$ cat config.mk
export PLATFORM = sky130hd
export DESIGN_NAME = serial_adder_ctrl
export DESIGN_NICKNAME = d
export VERILOG_FILES = /design/src/rtl/serial_adder_ctrl.sv
export SDC_FILE = /design/constraint.sdc
export NUM_CORES = 1
export LEC_CHECK = 0
export ABC_AREA = 1
export ABC_CLOCK_PERIOD_IN_PS = 2000
export CORE_ASPECT_RATIO = 0.9
export CORE_MARGIN = 5
export CORE_UTILIZATION = 25
export DETAILED_ROUTE_END_ITERATION = 8
export SLEW_MARGIN = 20
export SYNTH_ARGS = -nofsm -noshare
export SYNTH_HDL_FRONTEND = slang
export SYNTH_SLANG_ARGS = --single-unit
export TNS_END_PERCENT = 5
$ cat constraint.sdc
create_clock -name clk -period 2 [get_ports clk]
set_input_delay 0.4 -clock clk [delete_from_list [all_inputs] [get_ports clk]]
set_output_delay 0.4 -clock clk [all_outputs]
set_load 0.02 [all_outputs]
$ cat src/rtl/serial_adder_ctrl.sv
// serial_adder_ctrl: WIDTH-bit adder built from one reused 2-bit slice, two bits per clock, start/ready/done handshake
module two_bit_adder (
  input  logic [1:0] a,
  input  logic [1:0] b,
  input  logic       ci,
  output logic [1:0] s,
  output logic       co
);
  logic c0;
  assign s[0] = a[0] ^ b[0] ^ ci;
  assign c0   = (a[0] & b[0]) | (ci & (a[0] ^ b[0]));
  assign s[1] = a[1] ^ b[1] ^ c0;
  assign co   = (a[1] & b[1]) | (c0 & (a[1] ^ b[1]));
endmodule

module serial_adder_ctrl #(
  parameter int WIDTH = 8
) (
  input  logic             clk,
  input  logic             reset,
  input  logic             start,
  input  logic [WIDTH-1:0] a,
  input  logic [WIDTH-1:0] b,
  input  logic             cin,
  output logic             ready,
  output logic             busy,
  output logic             done,
  output logic [WIDTH-1:0] sum,
  output logic             cout
);
  localparam int N = WIDTH / 2;
  localparam int SW = (N > 1) ? $clog2(N) : 1;
  typedef enum logic [1:0] {IDLE, ADD, DONE} state_t;
  state_t state, state_n;
  logic [SW-1:0] step;
  logic [SW:0] idx;
  logic [WIDTH-1:0] opa, opb, acc, acc_n;
  logic carry, c1, accept, last;
  logic [1:0] s;
  two_bit_adder u_slice (.a(opa[1:0]), .b(opb[1:0]), .ci(carry), .s(s), .co(c1));
  assign ready  = state != ADD;
  assign busy   = state == ADD;
  assign done   = state == DONE;
  assign accept = ready && start;
  assign last   = step == SW'(N - 1);
  assign idx    = {step, 1'b0};
  always_comb begin
    state_n = accept ? ADD : (busy ? (last ? DONE : ADD) : IDLE);
    acc_n = acc;
    acc_n[idx +: 2] = s;
  end
  always_ff @(posedge clk) begin
    if (reset) begin
      state <= IDLE;
      step  <= '0;
      carry <= 1'b0;
      opa   <= '0;
      opb   <= '0;
      acc   <= '0;
      sum   <= '0;
      cout  <= 1'b0;
    end else begin
      state <= state_n;
      if (accept) begin
        opa   <= a;
        opb   <= b;
        carry <= cin;
        step  <= '0;
      end else if (busy) begin
        opa   <= opa >> 2;
        opb   <= opb >> 2;
        carry <= c1;
        acc   <= acc_n;
        step  <= last ? '0 : step + 1'b1;
        if (last) begin
          sum  <= acc_n;
          cout <= c1;
        end
      end
    end
  end
endmodule

### Word level (Yosys, flattened, before mapping)

Cells that the tools add are included.

| operators by class | value |
|---|---|
| reduce and logical (&&, ||, !) cells | 6 |
| equality and inequality tests | 4 |
| bitwise gates (word level) | 12 |
| shift operators | 2 |
| add/sub/neg operators | 2 |
| mux-type cells | 11 |

Operators with widths:

| operator | count |
|---|---|
| 8-bit 2-to-1 mux | 4 |
| 8-bit bitwise mux | 1 |
| 2-bit by 5-bit variable shift with 8-bit output (first input constant) | 1 |
| 2-bit by 5-bit indexed part select with 8-bit output | 1 |
| 3-bit negation with 5-bit output | 1 |
| 1-bit bitwise AND | 4 |
| 2-bit == test (second input constant) | 2 |
| 1-bit 2-to-1 mux | 4 |
| 2-bit 2-to-1 mux | 2 |
| 1-bit XOR | 4 |
| 3-bit AND reduction | 1 |
| 3-bit OR reduction | 1 |
| 2-bit by 1-bit adder with 2-bit output (second input constant) | 1 |
| 2-bit by 1-bit == test with 1-bit output (second input constant) | 1 |
| 2-bit by 1-bit inequality test with 1-bit output (second input constant) | 1 |
| 1-bit inverter | 2 |
| 1-bit OR | 2 |
| 2-bit AND reduction | 1 |
| 2-bit nonzero test | 1 |
| 2-bit OR reduction | 1 |
| 1-bit logical AND | 1 |

| word-level totals | value |
|---|---|
| input port bits | 20 |
| logic and storage cells | 46 |
| output and inout port bits | 12 |
| bits in registers | 38 |

### Logic depth before layout (Yosys ltp)

| depth | value |
|---|---|
| word-level depth | 7 |
| mapped depth | 9 |
| mapped depth without buffers | 8 |

### By module

From an unflattened synthesis, not the netlist that was laid out.

| second synthesis, totals | value |
|---|---|
| cell total of the unflattened synthesis | 288 |
| area, all modules | 1949.4 µm² |

Modules (own cells, without submodules):

| module | instances | cells an instance | area each (µm²) | seq. area each (µm²) |
|---|---|---|---|---|
| serial_adder_ctrl | 1 | 278 | 1879.3 | 760.7 |
| two_bit_adder | 1 | 10 | 70.1 | 0.0 |

### Least setup slack after synthesis

Ideal clock, no wire load.

| timing path | value |
|---|---|
| kind | reg-to-reg |
| start | register opa[0] |
| end | register acc[7] |
| path slack | 0.289 ns |
| path buffers | 0 |
| stages on the path, launching flop included | 9 |
| arrival time | 1.655 ns |
| setup time | 0.056 ns |
| cell sequence | dfxtp_1 -> fa_1 -> fa_1 -> inv_1 -> nor2_1 -> nand3_1 -> nand3_1 -> nand2_1 -> inv_1 |

| between the ends | value |
|---|---|
| longest elaborated chain between the ends | 6 |
| elaborated cells between the ends (all ways) | 8 |

Ends and longest elaborated chain:

| item | RTL line | source |
|---|---|---|
| from (decl) | 37 | `logic [WIDTH-1:0] opa, opb, acc, acc_n;` |
| from (signal assigned) | 70 | `opa <= opa >> 2;` |
| 1-bit XOR | 10, 11 |  |
| 1-bit bitwise AND | 11 | `assign c0 = (a[0] & b[0]) \| (ci & (a[0] ^ b[0]));` |
| 1-bit OR | 11 |  |
| 1-bit XOR | 12 | `assign s[1] = a[1] ^ b[1] ^ c0;` |
| 2-bit by 5-bit indexed part select with 8-bit output (*) | 50 | `acc_n[idx +: 2] = s;` |
| 8-bit bitwise mux (*) | 50 |  |
| to (signal assigned) | 73 | `acc <= acc_n;` |
| to (decl) | 37 |  |

Mark *: on every way between the ends. The rest lies on a longest branch, timed or not.
A chain may end at the register's enable or synchronous reset.

### Final worst setup path

| timing path | value |
|---|---|
| start | register state[1] |
| end | output port done |

| between the ends | value |
|---|---|
| longest elaborated chain between the ends | 1 |

Ends and longest elaborated chain:

| item | RTL line | source |
|---|---|---|
| from (decl) | 34 | `state_t state, state_n;` |
| from (signal assigned) | 63 | `state <= state_n;` |
| 2-bit == test | 43 | `assign done = state == DONE;` |
| to (decl) | 27 | `output logic done,` |

No other way between the ends.

==> metrics.yaml <==
grt_start_max_net_pins: 35
cts_buffers: 5
synth_area_leader_cell: "dfxtp_1"
pre_cts_ws_ns: 0.152
ff_latch_area_sq_um: 761
rr_startpoint: "opa[0]$_SDFFE_PP0P_"
track_usage: 0.0959
crit_end: "done"
clk_pin_slew_ns: 0.07
utilization: 0.321
die_w_um: 101
drive_above_1_share: 0.0637
maxCapViolCount: 0
fp.coreArea_sq_mm: 0.00743
worstMarginPinSlew_ns: 0.429
multi_input_area_sq_um: 900
yosysSeqAreaShare: 0.406
synth.most_common_cell: "nand2_1"
cts_tree: "done"
row_count: 30
nNetsFinal: 341
dp_hpwl_um: 3170
grt_pass1_vias: 1640
antenna_found_initial: 0
maxSlewViolCount: 0
worstPathRequired_ns: 1.60
remaining_drc_errors: 0
worst_slack_ns: 0.0662
cts_hold_buf: 0
hp-class: "reg -> reg"
clock_latency_ns: 0.29
clockBufferDepth: 2
routedWlPerCell_um: 10.3
dieArea_sq_mm: 0.00934
rrSetupSlack_ns: 0.15
syn_to_final_growth_pct: 27.2
overflow: 0
synth_area_per_cell_sq_um: 6.72
firstDrtPassIters: 4
setup_tns_ns: 0
synthFlopType: "dfxtp_1"
yosys.area.top_type_share: 0.406
critPathMaxFanout: 2
gp_congestion: 0.773
diodes: 0
via_count: 1748
async_flop_share: 0
worstSetupStartpoint: "state[1]$_SDFF_PP0_"
worst_ep_arrival_time_ns: 1.53
via_per_inst: 4.26
p_total_mw: 1.60
skew_ns: 0.00579
outcome: "finished clean"
rsz0062_at_grt: "no"
cts_sinks: 38
synth_seq_cells: 38
synth_nets: 307
wirelength_um: 4230
synth_commonest_cells: "89 x nand2_1, 55 x nand3_1, 38 x dfxtp_1"
endpoint_kind: "output port"
p_per_area_mw_per_mm2: 671
whs_ns: 0.447
fmax_mhz: 517
io_pins: 32
grt_pass1_wl_um: 7240
synth_warnings: 0
start_util: 0.252
portBuffers: 31
startpoint_type: "register"
syn-instance-count: 279
dr.first_iter.drc_count: 62
syn_area_sq_mm: 0.00188
critPathSlowestCell: "clkdlybuf4s50_1"
hold_viol_final: 0
die_h_um: 92.2
relSlewSlack: 0.713
ant_nets: 0
cts_max_level: 2
r2r_cells: 8
setup_viol: 0
period_share: 0.967
p_leak_nw: 1.21
synth.area.top_cells: "dfxtp_1 41%, nand2_1 18%, nand3_1 15%, inv_1 7.2%, nor2_1 5.8%"
post_cts_buffers: 0
synth_edf_count: 0
ctsResizeCount: 0
cpPeakStageDelay_ns: 0.65
crit_chain: "inv_1 -> nor2_1 -> clkdlybuf4s50_1"
synth.distinct_cells: 19
cts-root-buf: "clkbuf_8"
nFillCells: 796
layout_min_cycle_time_ns: 1.93
worstSetupPathType: "reg -> out"
r2r_end: "acc[3]$_SDFFE_PP0P_"
peakVddDrop_uv: 235
## cell usage in the layout (no fill, tap or decap)
master,count
buf_4,8
inv_2,2
inv_1,36
ha_1,6
nor2_4,2
a21oi_1,4
clkdlybuf4s50_1,31
fa_1,2
nor2_1,29
nand2_2,1
nand2_1,89
o21a_1,1
o21ai_1,1
nand3_1,55
clkbuf_1,1
clkbuf_8,6
clkinv_2,1
dfxtp_1,38
nor3_1,1
## power breakdown
part,total (mW),internal (mW),switching [mW]
logic,0.246,0.108,0.138
clock network,0.544,0.278,0.265
registers,0.811,0.791,0.0195
total,1.60,1.18,0.423
## layout make-up
type | count | share of cell area
multi-input combinational | 191 | 0.377
sequential | 38 | 0.319
timing repair buffer | 39 | 0.155
inverter | 38 | 0.0598
tap | 96 | 0.0504
clock buffer | 7 | 0.0362
clock inverter | 1 | 0.00210
## routing by layer
| layer | global-route usage | share of wire |
|---|---|---|
| met4 | 0.0443 | 0.016 |
| met1 | 0.124 | 0.49 |
| met5 | 0 | 0 |
| met3 | 0.0221 | 0.038 |
| met2 | 0.150 | 0.45 |
## per-stage QoR
step                      area, sq um  cells
after floorplan                  1880    279
after global placement           2290    402
after detailed placement         2290    402
after CTS                        2380    410
after global routing             2380    410
final                            2380    410
## cell families (layout without fill, tap and decap cells)
logic type                 Yosys count  after routing  synth area share
adders and majority gates            8              8            0.0614
buffers and inverters               50             85             0.115
AOI/OAI and AO/OA                    6              6            0.0173
DFF                                 38             38             0.406
and+or+nand+nor                    177            177             0.401
## flip-flops by register name, indices dropped and copies added, names as in the netlist
register,count
step,2
carry,1
state,2
sum,8
opa,8
acc,8
opb,8
cout,1
## how the worst min path moves through the flow
stage                        start                   to  cells past startpoint
2_1_floorplan  opa[6]$_SDFFE_PP0P_  opa[6]$_SDFFE_PP0P_                      2
3_3_place_gp     cout$_SDFFE_PP0P_    cout$_SDFFE_PP0P_                      2
3_5_place_dp     cout$_SDFFE_PP0P_    cout$_SDFFE_PP0P_                      2
4_1_cts          cout$_SDFFE_PP0P_    cout$_SDFFE_PP0P_                      2
5_1_grt        sum[6]$_SDFFE_PP0P_  sum[6]$_SDFFE_PP0P_                      2
6_report         cout$_SDFFE_PP0P_    cout$_SDFFE_PP0P_                      2
## critical path: cells and delay by family, from the launching register on
kind                   cells  cell delay [ns]
buffers and inverters      2             0.72
DFF                        1             0.38
and+or+nand+nor            1             0.16
Power figures use the tool's default switching activity.
